### src/rtl/stream_demux_1to4.sv
`default_nettype none
// ============================================================================
// Module   : stream_demux_1to4
// Purpose  : Buffered 1-to-4 stream demultiplexer. Each WIDTH-bit word on the
//            valid/ready input is routed to channel A..D chosen by in_sel.
//            Every channel has its own DEPTH-entry FIFO, so a stalled
//            consumer only blocks words addressed to its own channel.
// Ports    : clk        rising-edge clock
//            rst        asynchronous reset, active-high
//            en         enable; 0 = accept nothing, channels still drain
//            in_valid   input word present
//            in_ready   block can accept a word for in_sel this cycle
//            in_data    input word
//            in_sel     destination channel: 0=A 1=B 2=C 3=D
//            out_valid  per-channel word present (bit0=A .. bit3=D)
//            out_ready  per-channel consumer ready (bit0=A .. bit3=D)
//            out_a..d   per-channel FIFO head word (0 when channel empty)
//            busy       OR of out_valid
// Revision : 1.0 - initial release
// ============================================================================
module stream_demux_1to4 #(
  parameter int WIDTH = 4,
  parameter int DEPTH = 2
) (
  input  logic             clk,
  input  logic             rst,
  input  logic             en,
  input  logic             in_valid,
  output logic             in_ready,
  input  logic [WIDTH-1:0] in_data,
  input  logic [1:0]       in_sel,
  output logic [3:0]       out_valid,
  input  logic [3:0]       out_ready,
  output logic [WIDTH-1:0] out_a,
  output logic [WIDTH-1:0] out_b,
  output logic [WIDTH-1:0] out_c,
  output logic [WIDTH-1:0] out_d,
  output logic             busy
);

  localparam int PW = $clog2(DEPTH);      // pointer width
  localparam int CW = $clog2(DEPTH) + 1;  // count width, holds 0..DEPTH

  logic [3:0]            full;
  logic [3:0]            empty;
  logic [3:0][WIDTH-1:0] head;

  // Readiness looks only at the addressed channel, never at in_valid, and
  // there is no bypass: a full channel refuses even while it is popping.
  // Held low during reset so nothing is accepted while state is cleared.
  assign in_ready = en & ~rst & ~full[in_sel];

  for (genvar k = 0; k < 4; k++) begin : g_ch
    logic [DEPTH-1:0][WIDTH-1:0] mem_d, mem_q;
    logic [PW-1:0]               wr_ptr_d, wr_ptr_q;
    logic [PW-1:0]               rd_ptr_d, rd_ptr_q;
    logic [CW-1:0]               count_d, count_q;
    logic                        push;
    logic                        pop;

    assign empty[k]     = (count_q == '0);
    assign full[k]      = (count_q == CW'(DEPTH));
    assign push         = in_valid & in_ready & (in_sel == 2'(k));
    assign pop          = ~empty[k] & out_ready[k];
    assign out_valid[k] = ~empty[k];
    assign head[k]      = empty[k] ? '0 : mem_q[rd_ptr_q];

    // Pointers wrap naturally because DEPTH is a power of two.
    always_comb begin
      mem_d    = mem_q;
      wr_ptr_d = wr_ptr_q;
      rd_ptr_d = rd_ptr_q;
      count_d  = count_q;
      if (push) begin
        mem_d[wr_ptr_q] = in_data;
        wr_ptr_d        = wr_ptr_q + PW'(1);
      end
      if (pop) begin
        rd_ptr_d = rd_ptr_q + PW'(1);
      end
      // Simultaneous push and pop leaves the count unchanged.
      if (push && !pop) begin
        count_d = count_q + CW'(1);
      end else if (!push && pop) begin
        count_d = count_q - CW'(1);
      end
    end

    always_ff @(posedge clk or posedge rst) begin
      if (rst) begin
        mem_q    <= '0;
        wr_ptr_q <= '0;
        rd_ptr_q <= '0;
        count_q  <= '0;
      end else begin
        mem_q    <= mem_d;
        wr_ptr_q <= wr_ptr_d;
        rd_ptr_q <= rd_ptr_d;
        count_q  <= count_d;
      end
    end
  end

  assign out_a = head[0];
  assign out_b = head[1];
  assign out_c = head[2];
  assign out_d = head[3];
  assign busy  = |out_valid;

endmodule
`default_nettype wire

### config.mk
export PLATFORM = sky130hd
export DESIGN_NAME = stream_demux_1to4
export DESIGN_NICKNAME = d
export VERILOG_FILES = /design/src/rtl/stream_demux_1to4.sv
export SDC_FILE = /design/constraint.sdc
export NUM_CORES = 1
export LEC_CHECK = 0
export ABC_CLOCK_PERIOD_IN_PS = 2900
export CAP_MARGIN = 5
export CORE_ASPECT_RATIO = 1.75
export CORE_MARGIN = 3
export CORE_UTILIZATION = 53
export DETAILED_ROUTE_END_ITERATION = 10
export PLACE_DENSITY = 0.79
export SLEW_MARGIN = 20
export SYNTH_ARGS = -nofsm -noshare
export SYNTH_HDL_FRONTEND = slang
export SYNTH_SLANG_ARGS = --single-unit
export TNS_END_PERCENT = 50
### constraint.sdc
create_clock -name clk -period 2.9 [get_ports clk]
set_input_delay 0.58 -clock clk [delete_from_list [all_inputs] [get_ports clk]]
set_output_delay 0.58 -clock clk [all_outputs]
set_load 0.005 [all_outputs]
==> metrics.yaml <==
timing:
  hold_viol_final: 0
  setup_viol: 0
  post-route-period-util_pct: 94.7
  finClkSkew_ps: 6.00
  rsz0062_at_grt: "no"
  finalSetupTns_ps: 0
  setup_slack_ps: 154
  tightest_slew_ps: 590
  layout_min_cycle_time_ps: 2750
  maxSlewViolCount: 0
  hold_ws_ps: 510
  relSlewSlack_pct: 60.3
  max_freq_mhz: 364
logic_synthesis:
  yosysSeqAreaShare_pct: 51.0
  synth_flop_cell: "dfrtp_1"
  yosysTopAreaCellShare_pct: 51.0
  synth_top_area_cell: "dfrtp_1"
  synth_area_leaders: "dfrtp_1 (51%), mux2_2 (11%), mux2i_1 (6.8%)"
  async_flop_share_pct: 100
  syn_nets: 207
  avgSynthCellArea_sq_um: 12.5
  yosysMostFrequentCell: "dfrtp_1"
  ys_seq_elements: 48
  synth_common_cells: "dfrtp_1 (48), nor2_1 (25), mux2_2 (24)"
  syn_area_sq_um: 2360
  synth.distinct_cells: 26
  synth-edff-count: 0
  yosysWarnings: 0
  syn-instance-count: 189
cells_and_area:
  drive_gt1_share_pct: 20.0
  area_growth_pct: 21.2
  fin_nets: 248
  diodes: 0
  utilization_pct: 67.6
  fill_cells: 336
  finish.instance_area_sq_um: 2860
global_route:
  grt_usage_pct: 20.9
  grt_pass1_vias: 1723
  grt_max_degree: 49
  grt_pass1_wl_microns: 8380
  antenna_found_initial: 0
  grt_overflow: 0
clocking:
  cts_buffers: 5
  root_buffer: "clkbuf_8"
  post_cts_resized: 0
  clk_path_buf_depth: 2
  hold_buffers: 0
  cts_setup_buffers: 0
  clkLatencyLatePin_ps: 290
  htree_num_levels: 2
  cts.sink_count: 48
  tritoncts: "done"
  path_clk_slew_ps: 80
die:
  die_y_microns: 94.2
  fp.dieW_microns: 56.4
  coreArea_sq_um: 4230
  rows: 31
  die_area_sq_um: 5320
  start_util_pct: 55.8
  ios: 36
drt:
  vias: 1537
  firstDrtPassIters: 4
  wl_per_cell_microns: 17.5
  routed_via_density: 5.51
  drt_iter0_drc: 19
  ant_nets: 0
  routed_wl_microns: 4890
  drc: 0
critical_path:
  regToRegSetupSlack_ps: 1200
  crit_buf_inv: 2
  crit_top_cell: "clkdlybuf4s50_1"
  crit_slowest_cell: "clkdlybuf4s50_1"
  critPathLaunchType: "input port"
  reg2reg_from: "g_ch[3].count_q[1]"
  cp_max_fo: 7
  endpoint: "in_ready"
  worst_ep_arrival_time_ps: 2170
  path_class: "input port to primary output"
  crit_path_end_kind: "primary output"
  path_cells: "clkdlybuf4s50_1 > nand2b_1 > o32ai_1 > a211oi_1 > clkdlybuf4s50_1"
  cp.depth: 5
  path_delay_family: "buffers and inverters"
  worstRegToRegCells: 3
  critPathLaunch: "in_sel[0]"
  cpPeakStageDelay_ps: 600
  cp.required_ps: 2320
  timing.rr.end: "g_ch[3].mem_q[6]"
status:
  status: "complete, no violations"
flow_run:
  maxCapViolCount: 0
place:
  post_dp_cell_area_sq_um: 2780
  place.gp.congestion: 0.780
  place_ws_ps: 179
  portBuffers: 35
  hpwlAfterDp_microns: 3760
power:
  leakage_uw: 0.00131
  p_per_area_nw_per_um2: 959
  peakVddDrop_v: 0.000778
min_path:
  min_path_type: "register to register"
-- report_power, final --
| group | leakage [uW] | switching, uW | internal, uW |
|---|---|---|---|
| logic | 0.000670 | 440 | 687 |
| registers | 0.000603 | 280 | 968 |
| clock network | 0.0000410 | 201 | 164 |
| total | 0.00131 | 921 | 1820 |
-- stage by stage --
step,total power (uW),instances
2_1_floorplan,1880,189
3_3_place_gp,2320,272
3_5_place_dp,2400,272
4_1_cts,2770,279
5_1_grt,2930,279
6_report,2740,279
-- flip-flops by register name, summed over array words and instances, names as in the netlist --
signal         flops
g_ch.count_q       8
g_ch.wr_ptr_q      4
g_ch.rd_ptr_q      4
g_ch.mem_q        32
-- metal layers --
metal	global-route usage [%]	vias to the layer above	share of wire (%)
met2	38.0	28	55
li1	-	729	-
met4	8.32	0	2.1
met1	24.0	772	40
met3	3.44	8	3.0
met5	0	-	0
-- worst register-to-register path: cells and delay by family (launching register included) --
family           cells  cell delay [ps]
and+or+nand+nor      2              800
DFF                  1              430
muxes                1              350
-- how the worst min path moves through the flow --
stage / start / end / slack (ps) / cells past startpoint
3_3_place_gp: g_ch[2].mem_q[7] / g_ch[2].mem_q[7] / 470 / 1
3_5_place_dp: g_ch[2].mem_q[7] / g_ch[2].mem_q[7] / 490 / 1
4_1_cts: g_ch[2].wr_ptr_q / g_ch[2].wr_ptr_q / 510 / 1
6_report: g_ch[2].mem_q[7] / g_ch[2].mem_q[7] / 510 / 1
5_1_grt: g_ch[2].mem_q[0] / g_ch[2].mem_q[0] / 530 / 1
2_1_floorplan: g_ch[2].mem_q[4] / g_ch[2].mem_q[4] / 460 / 1
-- cell usage in the layout, fill, tap and decap left out, drive strengths merged, types with 2 or more instances in the layout --
cell type	count
buf	4
clkbuf	6
clkdlybuf4s50	35
clkinv	2
dfrtp	48
ha	4
inv	8
mux2	32
mux2i	16
nand2b	3
nor2	25
nor2b	4
nor3	4
nor4	5
o21ai	4
or4b	2
xnor2	11
xor2	9
-- final cells by class --
cell class / count / area, sq um / area share [%]
Inverter: 9 / 33.8 / 1.18
Clock inverter: 1 / 5.00 / 0.175
Timing Repair Buffer: 39 / 380 / 13.3
Sequential cell: 48 / 1200 / 42.0
Clock buffer: 6 / 72.6 / 2.54
Tap cell: 49 / 61.3 / 2.15
Multi-Input combinational cell: 127 / 1100 / 38.6
-- cells by family (layout without fill, tap and decap cells) --
group / after synthesis / in the layout / synth area share (%)
AOI/OAI and AO/OA: 7 / 7 / 1.91
and+or+nand+nor: 48 / 48 / 12.6
muxes: 48 / 48 / 22.7
buffers and inverters: 14 / 55 / 2.28
xor gates and xnor gates: 20 / 20 / 7.43
adders and majority gates: 4 / 4 / 2.12
DFF: 48 / 48 / 51.0
Power figures use the tool's default switching activity.
